--- src/rtl/frame_pkg.sv ---
// Shared definitions for the frame responder: FSM state codes, request
// command codes, response status codes and the 8-bit checksum helper.
package frame_pkg;

    // FSM state codes; the numeric values are visible on the debug port.
    typedef enum logic [4:0] {
        ST_IDLE            = 5'd0,
        ST_WAIT_ADDR       = 5'd1,
        ST_WAIT_DATA       = 5'd2,
        ST_WAIT_CHECKSUM   = 5'd3,
        ST_VERIFY_CHECKSUM = 5'd4,
        ST_EXECUTE         = 5'd5,
        ST_SEND_STATUS     = 5'd6,
        ST_SEND_DATA       = 5'd7,
        ST_SEND_CHECKSUM   = 5'd8,
        ST_WAIT_TX         = 5'd9
    } state_e;

    // Request command codes.
    localparam logic [7:0] CMD_WRITE = 8'h01;
    localparam logic [7:0] CMD_READ  = 8'h02;

    // Response status codes.
    localparam logic [7:0] STAT_ACK      = 8'h06;
    localparam logic [7:0] STAT_NAK      = 8'h15;
    localparam logic [7:0] STAT_BAD_ADDR = 8'h21;
    localparam logic [7:0] STAT_BAD_CMD  = 8'h3F;

    // Register file address width (addr[3:0]).
    localparam int unsigned REG_AW = 4;

    // Modulo-256 sum used for both request and response checksums.
    function automatic logic [7:0] sum8(input logic [7:0] a, input logic [7:0] b);
        return a + b;
    endfunction

endpackage

--- src/rtl/resp_regfile.sv ---
// Register array for the frame responder: one synchronous write port,
// one combinational read port, synchronous active-high reset to 0x00.
// Out-of-range addresses (only possible when DEPTH < 2**AW) are ignored on
// write and read back as 0x00.
module resp_regfile #(
    parameter int DEPTH = 16,
    parameter int AW    = 4
) (
    input  logic          clk_i,
    input  logic          reset_i,
    input  logic          we_i,
    input  logic [AW-1:0] waddr_i,
    input  logic [7:0]    wdata_i,
    input  logic [AW-1:0] raddr_i,
    output logic [7:0]    rdata_o
);

    logic [7:0] regs_q [DEPTH];

    // Register storage: clear on reset, otherwise write on we_i.
    always_ff @(posedge clk_i) begin
        if (reset_i) begin
            regs_q <= '{default: 8'h00};
        end else if (we_i && (int'(waddr_i) < DEPTH)) begin
            regs_q[waddr_i] <= wdata_i;
        end
    end

    // Combinational read with out-of-range guard.
    always_comb begin
        rdata_o = 8'h00;
        if (int'(raddr_i) < DEPTH) begin
            rdata_o = regs_q[raddr_i];
        end else begin
            rdata_o = 8'h00;
        end
    end

endmodule

--- src/rtl/frame_responder.sv ---
// Frame responder: receives 4-byte request frames (CMD, ADDR, DATA, CHK)
// from a UART receiver, executes register reads/writes and answers with a
// 3-byte response (STATUS, DATA, RCHK) through a UART transmitter.
// Optional build macro FRAME_RESPONDER_TIMEOUT_EN enables an inter-byte
// receive timeout of TIMEOUT_CYCLES clocks; without it the receive states
// wait indefinitely.
module frame_responder
    import frame_pkg::*;
#(
    parameter int TIMEOUT_CYCLES = 50000,
    parameter int REG_DEPTH      = 16
) (
    input  logic       clk,
    input  logic       reset,
    input  logic       rdy,
    input  logic [7:0] rxdata,
    output logic       rdy_clr,
    input  logic       tx_busy,
    output logic       wr_en,
    output logic [7:0] txdata,
    output logic [4:0] state
);

    state_e     state_q, state_d;
    state_e     ret_q, ret_d;        // send state to resume after WAIT_TX
    logic       wait_q, wait_d;      // first WAIT_TX cycle already spent
    logic [7:0] cmd_q, cmd_d;
    logic [7:0] addr_q, addr_d;
    logic [7:0] data_q, data_d;
    logic [7:0] chk_q, chk_d;
    logic [7:0] status_q, status_d;
    logic [7:0] rsp_q, rsp_d;
    logic       rdy_clr_q, rdy_clr_d;
    logic       wr_en_q, wr_en_d;
    logic [7:0] txdata_q, txdata_d;

    logic       take_s;              // a new byte is accepted this cycle
    logic       timeout_s;           // inter-byte timeout expires this cycle
    logic       we_s;
    logic [7:0] rdata_s;

    assign take_s  = rdy && !rdy_clr_q;
    assign rdy_clr = rdy_clr_q;
    assign wr_en   = wr_en_q;
    assign txdata  = txdata_q;
    assign state   = state_q;

    resp_regfile #(
        .DEPTH (REG_DEPTH),
        .AW    (REG_AW)
    ) u_regfile (
        .clk_i   (clk),
        .reset_i (reset),
        .we_i    (we_s),
        .waddr_i (addr_q[REG_AW-1:0]),
        .wdata_i (data_q),
        .raddr_i (addr_q[REG_AW-1:0]),
        .rdata_o (rdata_s)
    );

`ifdef FRAME_RESPONDER_TIMEOUT_EN
    localparam int TO_W = $clog2(TIMEOUT_CYCLES + 1);

    logic [TO_W-1:0] to_cnt_q, to_cnt_d;
    logic            rx_wait_s;

    // Inter-byte timeout: count idle cycles in the mid-frame receive states.
    always_comb begin
        rx_wait_s = (state_q == ST_WAIT_ADDR) || (state_q == ST_WAIT_DATA) ||
                    (state_q == ST_WAIT_CHECKSUM);
        to_cnt_d  = {TO_W{1'b0}};
        if (rx_wait_s && !take_s) begin
            to_cnt_d = to_cnt_q + TO_W'(1);
        end else begin
            to_cnt_d = {TO_W{1'b0}};
        end
        timeout_s = rx_wait_s && !take_s && (to_cnt_q == TO_W'(TIMEOUT_CYCLES - 1));
    end

    // Timeout counter register.
    always_ff @(posedge clk) begin
        if (reset) begin
            to_cnt_q <= {TO_W{1'b0}};
        end else begin
            to_cnt_q <= to_cnt_d;
        end
    end
`else
    // No timeout: receive states wait forever (never true for legal settings).
    assign timeout_s = (TIMEOUT_CYCLES < 0);
`endif

    // Next-state and output logic for the receive/execute/transmit FSM.
    always_comb begin
        state_d   = state_q;
        ret_d     = ret_q;
        wait_d    = wait_q;
        cmd_d     = cmd_q;
        addr_d    = addr_q;
        data_d    = data_q;
        chk_d     = chk_q;
        status_d  = status_q;
        rsp_d     = rsp_q;
        rdy_clr_d = 1'b0;
        wr_en_d   = 1'b0;
        txdata_d  = txdata_q;
        we_s      = 1'b0;

        case (state_q)
            ST_IDLE: begin
                if (take_s) begin
                    cmd_d     = rxdata;
                    rdy_clr_d = 1'b1;
                    state_d   = ST_WAIT_ADDR;
                end else begin
                    state_d = ST_IDLE;
                end
            end
            ST_WAIT_ADDR: begin
                if (take_s) begin
                    addr_d    = rxdata;
                    rdy_clr_d = 1'b1;
                    state_d   = ST_WAIT_DATA;
                end else if (timeout_s) begin
                    state_d = ST_IDLE;
                end else begin
                    state_d = ST_WAIT_ADDR;
                end
            end
            ST_WAIT_DATA: begin
                if (take_s) begin
                    data_d    = rxdata;
                    rdy_clr_d = 1'b1;
                    state_d   = ST_WAIT_CHECKSUM;
                end else if (timeout_s) begin
                    state_d = ST_IDLE;
                end else begin
                    state_d = ST_WAIT_DATA;
                end
            end
            ST_WAIT_CHECKSUM: begin
                if (take_s) begin
                    chk_d     = rxdata;
                    rdy_clr_d = 1'b1;
                    state_d   = ST_VERIFY_CHECKSUM;
                end else if (timeout_s) begin
                    state_d = ST_IDLE;
                end else begin
                    state_d = ST_WAIT_CHECKSUM;
                end
            end
            ST_VERIFY_CHECKSUM: begin
                if (sum8(sum8(cmd_q, addr_q), data_q) == chk_q) begin
                    state_d = ST_EXECUTE;
                end else begin
                    status_d = STAT_NAK;
                    rsp_d    = 8'h00;
                    state_d  = ST_SEND_STATUS;
                end
            end
            ST_EXECUTE: begin
                // Unknown commands win over a bad address.
                if ((cmd_q != CMD_WRITE) && (cmd_q != CMD_READ)) begin
                    status_d = STAT_BAD_CMD;
                    rsp_d    = 8'h00;
                end else if (addr_q[7:4] != 4'h0) begin
                    status_d = STAT_BAD_ADDR;
                    rsp_d    = 8'h00;
                end else if (cmd_q == CMD_WRITE) begin
                    we_s     = 1'b1;
                    status_d = STAT_ACK;
                    rsp_d    = data_q;
                end else begin
                    status_d = STAT_ACK;
                    rsp_d    = rdata_s;
                end
                state_d = ST_SEND_STATUS;
            end
            ST_SEND_STATUS: begin
                if (!tx_busy) begin
                    wr_en_d  = 1'b1;
                    txdata_d = status_q;
                    ret_d    = ST_SEND_DATA;
                    wait_d   = 1'b0;
                    state_d  = ST_WAIT_TX;
                end else begin
                    state_d = ST_SEND_STATUS;
                end
            end
            ST_SEND_DATA: begin
                if (!tx_busy) begin
                    wr_en_d  = 1'b1;
                    txdata_d = rsp_q;
                    ret_d    = ST_SEND_CHECKSUM;
                    wait_d   = 1'b0;
                    state_d  = ST_WAIT_TX;
                end else begin
                    state_d = ST_SEND_DATA;
                end
            end
            ST_SEND_CHECKSUM: begin
                if (!tx_busy) begin
                    wr_en_d  = 1'b1;
                    txdata_d = sum8(status_q, rsp_q);
                    ret_d    = ST_IDLE;
                    wait_d   = 1'b0;
                    state_d  = ST_WAIT_TX;
                end else begin
                    state_d = ST_SEND_CHECKSUM;
                end
            end
            ST_WAIT_TX: begin
                // First cycle gives the transmitter time to raise tx_busy.
                if (!wait_q) begin
                    wait_d  = 1'b1;
                    state_d = ST_WAIT_TX;
                end else if (!tx_busy) begin
                    state_d = ret_q;
                end else begin
                    state_d = ST_WAIT_TX;
                end
            end
            default: begin
                state_d = ST_IDLE;
            end
        endcase
    end

    // FSM state, latched frame bytes and registered outputs.
    always_ff @(posedge clk) begin
        if (reset) begin
            state_q   <= ST_IDLE;
            ret_q     <= ST_IDLE;
            wait_q    <= 1'b0;
            cmd_q     <= 8'h00;
            addr_q    <= 8'h00;
            data_q    <= 8'h00;
            chk_q     <= 8'h00;
            status_q  <= 8'h00;
            rsp_q     <= 8'h00;
            rdy_clr_q <= 1'b0;
            wr_en_q   <= 1'b0;
            txdata_q  <= 8'h00;
        end else begin
            state_q   <= state_d;
            ret_q     <= ret_d;
            wait_q    <= wait_d;
            cmd_q     <= cmd_d;
            addr_q    <= addr_d;
            data_q    <= data_d;
            chk_q     <= chk_d;
            status_q  <= status_d;
            rsp_q     <= rsp_d;
            rdy_clr_q <= rdy_clr_d;
            wr_en_q   <= wr_en_d;
            txdata_q  <= txdata_d;
        end
    end

endmodule

--- config.mk ---
export PLATFORM = sky130hd
export DESIGN_NAME = frame_responder
export DESIGN_NICKNAME = d
export VERILOG_FILES = /design/src/rtl/frame_pkg.sv /design/src/rtl/resp_regfile.sv /design/src/rtl/frame_responder.sv
export SDC_FILE = /design/constraint.sdc
export NUM_CORES = 1
export LEC_CHECK = 0
export ABC_AREA = 1
export CORE_ASPECT_RATIO = 0.7
export CORE_UTILIZATION = 35
export DETAILED_ROUTE_END_ITERATION = 6
export PLACE_DENSITY = 0.5
export SLEW_MARGIN = 0
export SYNTH_ARGS = -nofsm -noshare
export SYNTH_HDL_FRONTEND = slang
export SYNTH_SLANG_ARGS = --single-unit
--- constraint.sdc ---
create_clock -name clk -period 2.73 [get_ports clk]
set_clock_uncertainty 0.05 [all_clocks]
set_input_delay 0.273 -clock clk [delete_from_list [all_inputs] [get_ports clk]]
set_output_delay 0.273 -clock clk [all_outputs]
set_load 0.01 [all_outputs]
==> results.yml, run 1 <==
global_routing:
  overflow: 0
  grt_pass1_vias: 6752
  antenna_found_initial: 0
  grt.total_usage_pct: 20.8
  grt_first_pass_wirelength_mm: 40.7
  grt_max_degree: 165
setup_path:
  endpoint: "rsp_q[7]"
  worstPathArrival_ns: 3.08
  cpLargestDelayFamily: "adder cells"
  cp.buffers_inverters: 1
  rrSetupSlack_ns: -0.02
  worstPathRequired_ns: 3.06
  cp-start-kind: "flip-flop"
  rr_worst_depth: 13
  path_max_fanout: 11
  rr_endpoint: "rsp_q[7]"
  end_kind: "flip-flop"
  cp_slowest_stage_delay_ns: 0.54
  worstSetupPathDepth: 13
  path_class: "flip-flop to flip-flop"
  path_cells: "fa_1 > ha_2 > fa_1 > xnor2_1 > nand3_1 > nor2_1 > nand2_1 > nor2_1 > nand3_2 > nand2_4 > buf_12 > nand3_1 > a21oi_2"
  cpMaxStageDelayCell: "fa_1"
  r2r-start: "cmd_q[1]"
  startpoint: "cmd_q[1]"
flow_run:
  cap_violations: 0
detailed_routing:
  postRouteWirelength_mm: 26.0
  via_per_inst: 5.20
  route.detailed.drc: 0
  wl_per_cell_um: 17.7
  dr.pass1.iters: 5
  ant_nets: 0
  drt_iter0_drc: 774
  via_count: 7655
timing:
  tns_ns: -0.0812
  min_period_over_period_pct: 101
  whs_ns: 0.425
  hold_viol: 0
  finalCriticalPeriod_ns: 2.75
  drv_slew: 0
  layout_setup_ws_ns: -0.0227
  tightest_slew_ns: 0.887
  setup_viol: 8
  relSlewSlack_pct: 40.5
  fmax_mhz: 363
  grt_setup_unrepaired: "true"
yosys:
  synth_cells: 1122
  synthFlopType: "dfxtp_1"
  synth_seq_cells: 191
  synth.avg_cell_area_um2: 7.81
  ys_seq_area_share_pct: 43.6
  synthArstFlopShare_pct: 0
  yosys_warnings: 0
  synth-edff-count: 0
  syn_area_um2: 8760
  synth_nets: 1155
  yosysUniqueCellTypes: 43
floorplan:
  die-area_um2: 25700
  io_pins: 27
  core-area_um2: 24600
  rows: 48
  initial_core_util_pct: 35.6
  die_h_um: 134
  die_w_um: 191
outcome:
  violations: "negative setup slack"
  status: "finished, violations left"
pwr:
  peakVddDrop_mv: 0.462
  power_density_nw_per_um2: 626
  power_mw: 6.31
  power.leakage_nw: 4.21
placed_design:
  placed_cell_area_um2: 9370
  io_buffers: 25
  dp_slack_ns: -0.102
  placed_cells: 1441
  dpl.hpwl_mm: 17.1
  gp_congestion: 0.822
cts:
  clk_pin_slew_ns: 0.07
  cts_buffers: 17
  clock-root-buffer: "clkbuf_16"
  clock_latency_ns: 0.44
  cts_tree: "done"
  holdBufCountCts: 0
  cts_sinks: 191
  h-tree-depth: 4
  clockBufferDepth: 2
cells_and_area:
  finalNonFillerCells: 1472
  final_net_count: 1169
  multi_input_area_um2: 4280
  seqCellArea_um2: 3820
  final_cell_area_um2: 10100
  fill_cells: 2542
  drive_gt1_share_pct: 9.94
  syn_to_final_growth_pct: 14.8
  final_util_pct: 40.9
  antennaDiodeCount: 0
min_path:
  hold_path.class: "flip-flop to flip-flop"
-- cell usage after synthesis (2+ instances only) --
library cell / instances / area (µm²)
inv_1: 67 / 251
xnor2_1: 4 / 35.0
dfxtp_1: 191 / 3820
clkinv_1: 10 / 37.5
fa_1: 9 / 180
a21oi_1: 194 / 971
buf_2: 5 / 25.0
a22oi_1: 42 / 315
nand2_2: 2 / 12.5
nor2_1: 34 / 128
nor3_1: 4 / 20.0
buf_1: 2 / 7.51
ha_1: 12 / 150
nor2_4: 5 / 56.3
nand2_1: 198 / 743
nor2_2: 5 / 31.3
o211ai_1: 3 / 22.5
nand3_1: 40 / 200
clkbuf_1: 41 / 154
xor2_1: 3 / 26.3
buf_6: 13 / 146
a22o_1: 3 / 26.3
inv_2: 11 / 41.3
nand4_1: 21 / 131
o21bai_1: 2 / 15.0
a31oi_1: 4 / 25.0
buf_4: 4 / 30.0
nor3_4: 2 / 32.5
o31ai_1: 3 / 22.5
nand2_8: 2 / 40.0
nor2_8: 6 / 120
o21ai_1: 11 / 55.1
o21ai_0: 159 / 796
-- per-layer routing --
layer  GRT usage [%]  vias to the layer above  wire, µm
li1                -                     3883         -
met1            34.5                     3585     14500
met2            26.8                      170     10100
met3            3.43                       17      1270
met4            4.67                        0       195
met5               0                        -         0
-- where the power goes --
part           switching (mW)  total (mW)  internal, mW
Combinational           0.427       0.636         0.208
Sequential             0.0323        2.85          2.82
Clock                    1.11        2.82          1.71
-- state kept, by name, summed over array words and instances, names as in the netlist, 6 cells and up --
register / count
status_q: 6
u_regfile.regs_q: 128
cmd_q: 8
addr_q: 8
txdata: 8
chk_q: 8
data_q: 8
rsp_q: 8
-- worst min path at each step --
| stage | start | end | slack [ns] | cells past startpoint |
|---|---|---|---|---|
| after floorplan | rxdata[7] | cmd_q[7] | 0.36 | 2 |
| after global placement | chk_q[0] | chk_q[0] | 0.41 | 2 |
| after detailed placement | chk_q[3] | chk_q[3] | 0.42 | 2 |
| after CTS | chk_q[3] | chk_q[3] | 0.43 | 2 |
| after global routing | chk_q[4] | chk_q[4] | 0.44 | 2 |
| final | chk_q[3] | chk_q[3] | 0.42 | 2 |
-- tightest hold or removal path, stage by stage, from the launching register on --
cell and delay, ns:
dfxtp_1 0.31, inv_1 0.06, a21oi_1 0.06
-- final cells by class --
type,instances,share of cell area (%)
clock buffers,19,4.30
clock inverters,11,2.14
inverters,89,3.39
multi-input cells,777,42.5
flip-flops and latches,191,38.0
well taps,325,4.04
repair buffers,60,5.59
-- cell families (layout without fill, tap and decap cells) --
kind of cell	after synthesis	after routing	synth area share [%]
XOR/XNOR	8	8	0.956
flip-flops	191	191	43.6
AND/OR/NAND/NOR	323	323	17.6
buffers and inverters	154	179	8.01
AO/OA/AOI/OAI	424	424	26.0
other	1	1	0.0428
adder cells (fa/ha/maj)	21	21	3.77
-- timing repair --
item,CTS,global route
setup buffers,0,1
gates cloned,0,0
resized for setup,7,8
pin swaps,1,6
endpoints found under the setup margin,15,16
-- cell usage in the layout, fill, tap and decap left out, drive strengths merged, types with 2 or more instances in the layout --
master / netlist / layout
nand4: 21 / 21
nand2: 203 / 203
nor2: 50 / 50
o31ai: 3 / 3
xor2: 3 / 3
o21ai: 170 / 170
inv: 78 / 77
bufinv: 0 / 6
a22oi: 42 / 42
nor3: 6 / 6
or2: 2 / 2
a21oi: 194 / 194
xnor2: 4 / 4
dfxtp: 191 / 191
clkinvlp: 0 / 4
a31oi: 4 / 4
buf: 24 / 35
nand3: 40 / 40
ha: 12 / 12
fa: 9 / 9
a22o: 3 / 3
clkinv: 11 / 13
clkdlybuf4s50: 0 / 25
clkbuf: 41 / 19
o211ai: 3 / 3
o21bai: 2 / 2
(Power assumes the default switching activity.)
==> run 2: changes to the inputs <==
--- a/config.mk
+++ b/config.mk
@@ -8,6 +8,7 @@
 export ABC_AREA = 1
 export CORE_ASPECT_RATIO = 0.7
 export CORE_UTILIZATION = 35
+export CTS_CLUSTER_DIAMETER = 120
 export DETAILED_ROUTE_END_ITERATION = 6
 export PLACE_DENSITY = 0.5
 export SLEW_MARGIN = 0
==> results of run 2 <==
Same layout as run 1: the final DEF is identical, and so are final timing and power.
==> run 3: changes to the inputs <==
--- a/config.mk
+++ b/config.mk
@@ -5,8 +5,7 @@
 export SDC_FILE = /design/constraint.sdc
 export NUM_CORES = 1
 export LEC_CHECK = 0
-export ABC_AREA = 1
-export CORE_ASPECT_RATIO = 0.7
+export ABC_AREA = 0
 export CORE_UTILIZATION = 35
 export CTS_CLUSTER_DIAMETER = 120
 export DETAILED_ROUTE_END_ITERATION = 6
==> constraint.sdc (replaced) <==
create_clock -name clk -period 2.73 [get_ports clk]
set_clock_uncertainty 0.05 [all_clocks]
set_input_delay 0.6825 -clock clk [delete_from_list [all_inputs] [get_ports clk]]
set_output_delay 0.6825 -clock clk [all_outputs]
set_load 0.01 [all_outputs]
==> run 3 against run 2 <==
Against the previous run:
- the run now ends clean
- critical path depth down 4
- area after synthesis up 2.1%
- global-route usage down 0.78 points
- non-clock buffer count up 26
- sequential power about the same
- worst setup slack better by 0.054 ns
- combinational power down 20%
- critical path type unchanged
==> results.yml, run 3 <==
pwr:
  swShare_pct: 26.9
  power.leakage_nw: 3.76
  power_density_nw_per_um2: 549
  power.internal_mw: 4.21
  p_clk_share_pct: 42.1
  p_comb_share_pct: 8.8
  p_switching_mw: 1.55
  p_seq_share_pct: 49.1
  peakVddDrop_mv: 0.352
detailed_routing:
  postRouteWirelength_mm: 25.4
  dr.pass1.iters: 5
  drt_iter0_drc: 583
  wl_per_cell_um: 18.3
  route.detailed.drc: 0
  via_per_inst: 5.28
  via_count: 7350
  ant_nets: 0
cells_and_area:
  drive_gt1_share_pct: 15.4
  syn_to_final_growth_pct: 17.1
  fill_cells: 2575
  final_common_cell: "nand2_1"
  antennaDiodeCount: 0
  mostFrequentLayoutCells: "237 x nand2_1, 186 x dfxtp_1, 139 x a21oi_1"
  final_cell_area_um2: 10500
  final_util_pct: 41.7
  top_register: "u_regfile.regs_q"
  final_net_count: 1084
  largest_reg_flops: 128
yosys:
  synth-edff-count: 0
  yosys_warnings: 0
  synth.avg_cell_area_um2: 8.76
  synthFlopType: "dfxtp_1"
  synthArstFlopShare_pct: 0
  yosysTopAreaCell: "dfxtp_1"
  yosys.area.top_type_share_pct: 42.7
  synth_common_cells: "237 x nand2_1, 191 x dfxtp_1, 142 x a21oi_1"
  synth.most_common_cell: "nand2_1"
  yosysUniqueCellTypes: 65
  synth_seq_cells: 191
  syn_area_um2: 8950
  synth_cells: 1021
  yosys-top-cells-area: "dfxtp_1 43%, nand2_1 9.9%, mux4_2 8.1%"
  ys_seq_area_share_pct: 42.7
  synth_nets: 1054
min_path:
  hold_path.class: "flip-flop to flip-flop"
  hp-start: "u_regfile.regs_q[17]"
  min_path_cells: 2
cts:
  cts_sinks: 191
  cts_buffers: 17
  clock_latency_ns: 0.45
  cts_tree: "done"
  h-tree-depth: 4
  clk_pin_slew_ns: 0.07
  clock-root-buffer: "clkbuf_16"
  clockBufferDepth: 2
global_routing:
  grt_max_degree: 141
  grt.total_usage_pct: 20.1
  grt_pass1_vias: 7059
  antenna_found_initial: 0
  overflow: 0
  grt_first_pass_wirelength_mm: 40.2
setup_path:
  r2r-start: "data_q[1]"
  worstPathRequired_ns: 3.02
  end_kind: "flip-flop"
  cp-start-kind: "flip-flop"
  startpoint: "data_q[1]"
  worstPathArrival_ns: 2.98
  path_class: "flip-flop to flip-flop"
  rr_worst_depth: 9
  path_max_fanout: 5
timing:
  tightest_slew_ns: 0.846
  hold_viol: 0
  drv_slew: 0
  min_period_over_period_pct: 98.8
  fmax_mhz: 371
  relSlewSlack_pct: 43.4
  grt_setup_unrepaired: "true"
  setup_viol: 0
  finalCriticalPeriod_ns: 2.70
floorplan:
  die_w_um: 162
  die-area_um2: 26200
  io_pins: 27
  die_h_um: 162
  initial_core_util_pct: 35.6
  rows: 58
  core-area_um2: 25100
placed_design:
  dpl.hpwl_mm: 16.3
  gp_congestion: 0.770
  placed_cell_area_um2: 9820
  io_buffers: 25
outcome:
  status: "finished clean"
flow_run:
  cap_violations: 0
[run 3: cell types whose count changed in the layout (fill, tap and decap cells not counted), moves of 27 or more]
cell     before  now
inv_1        65   10
mux2i_1       0   49
a21oi_1     192  139
o21ai_0     157   21
nand2_1     196  237
a22oi_1      42    1
mux4_2        0   32
nor2_1       33   78
buf_4        31   58
[run 3: cell families after synthesis]
logic type | count (synthesis) | synth area share (%)
buffers and inverters | 87 | 3.82
XOR/XNOR | 20 | 1.96
flip-flops | 191 | 42.7
adder cells (fa/ha/maj) | 21 | 3.69
AND/OR/NAND/NOR | 397 | 19.5
AO/OA/AOI/OAI | 222 | 14.6
multiplexers | 82 | 13.7
other | 1 | 0.0419
[run 3: final timing paths]
path	to	slack [ns]
max	status_q[4]	0.03
min	u_regfile.regs_q[17]	0.40
max reg2reg	status_q[4]	0.03
min reg2reg	u_regfile.regs_q[17]	0.40
[run 3: what timing repair did]
| action | 4_1_cts | 5_1_grt |
|---|---|---|
| hold buffers | 0 | 0 |
| pin swaps | 0 | 22 |
| endpoints found under the setup margin | 9 | 13 |
| gates resized for setup | 2 | 18 |
| gates cloned | 0 | 1 |
| setup buffers | 0 | 1 |
[run 3: layout make-up]
type	instances	area (µm²)	area share, %
multi-input cells	744	4910	46.8
flip-flops and latches	191	3830	36.5
repair buffers	86	738	7.04
clock buffers	17	425	4.06
well taps	330	413	3.94
clock inverters	14	126	1.21
inverters	11	41.3	0.394
[run 3: per-stage QoR]
stage                     std cells  power [mW]  hold slack [ns]  worst slack, ns  setup TNS, ns
after detailed placement       1360        3.37            0.393          -0.0588         -0.412
after CTS                      1391        5.78            0.404         0.000108              0
after global placement         1360        3.37            0.387          -0.0475         -0.270
final                          1393        5.76            0.401           0.0314              0
after global routing           1393        5.97            0.420          -0.0528         -0.420
after floorplan                1021        3.19            0.379           0.0107              0
[run 3: layer usage]
layer  wire, µm  global-route usage (%)
met5          0                       0
met1      12400                    28.3
met2      11900                    32.3
met4        214                    5.06
met3        934                    2.66
[run 3: worst max-delay path, cell delays in order (launching register included)]
cell,delay [ns]
dfxtp_2,0.33
fa_1,0.52
ha_4,0.19
fa_2,0.52
xnor2_1,0.11
nand4_1,0.11
nor2_1,0.11
o2111a_2,0.34
a21oi_4,0.09
o221a_2,0.23
[run 3: power by group through the flow]
stage | Combinational, mW | Clock [mW] | Sequential (mW)
6_report | 0.510 | 2.42 | 2.83
2_1_floorplan | 0.300 | 0 | 2.89
3_3_place_gp | 0.476 | 0 | 2.89
4_1_cts | 0.481 | 2.48 | 2.83
3_5_place_dp | 0.477 | 0 | 2.89
5_1_grt | 0.554 | 2.59 | 2.83
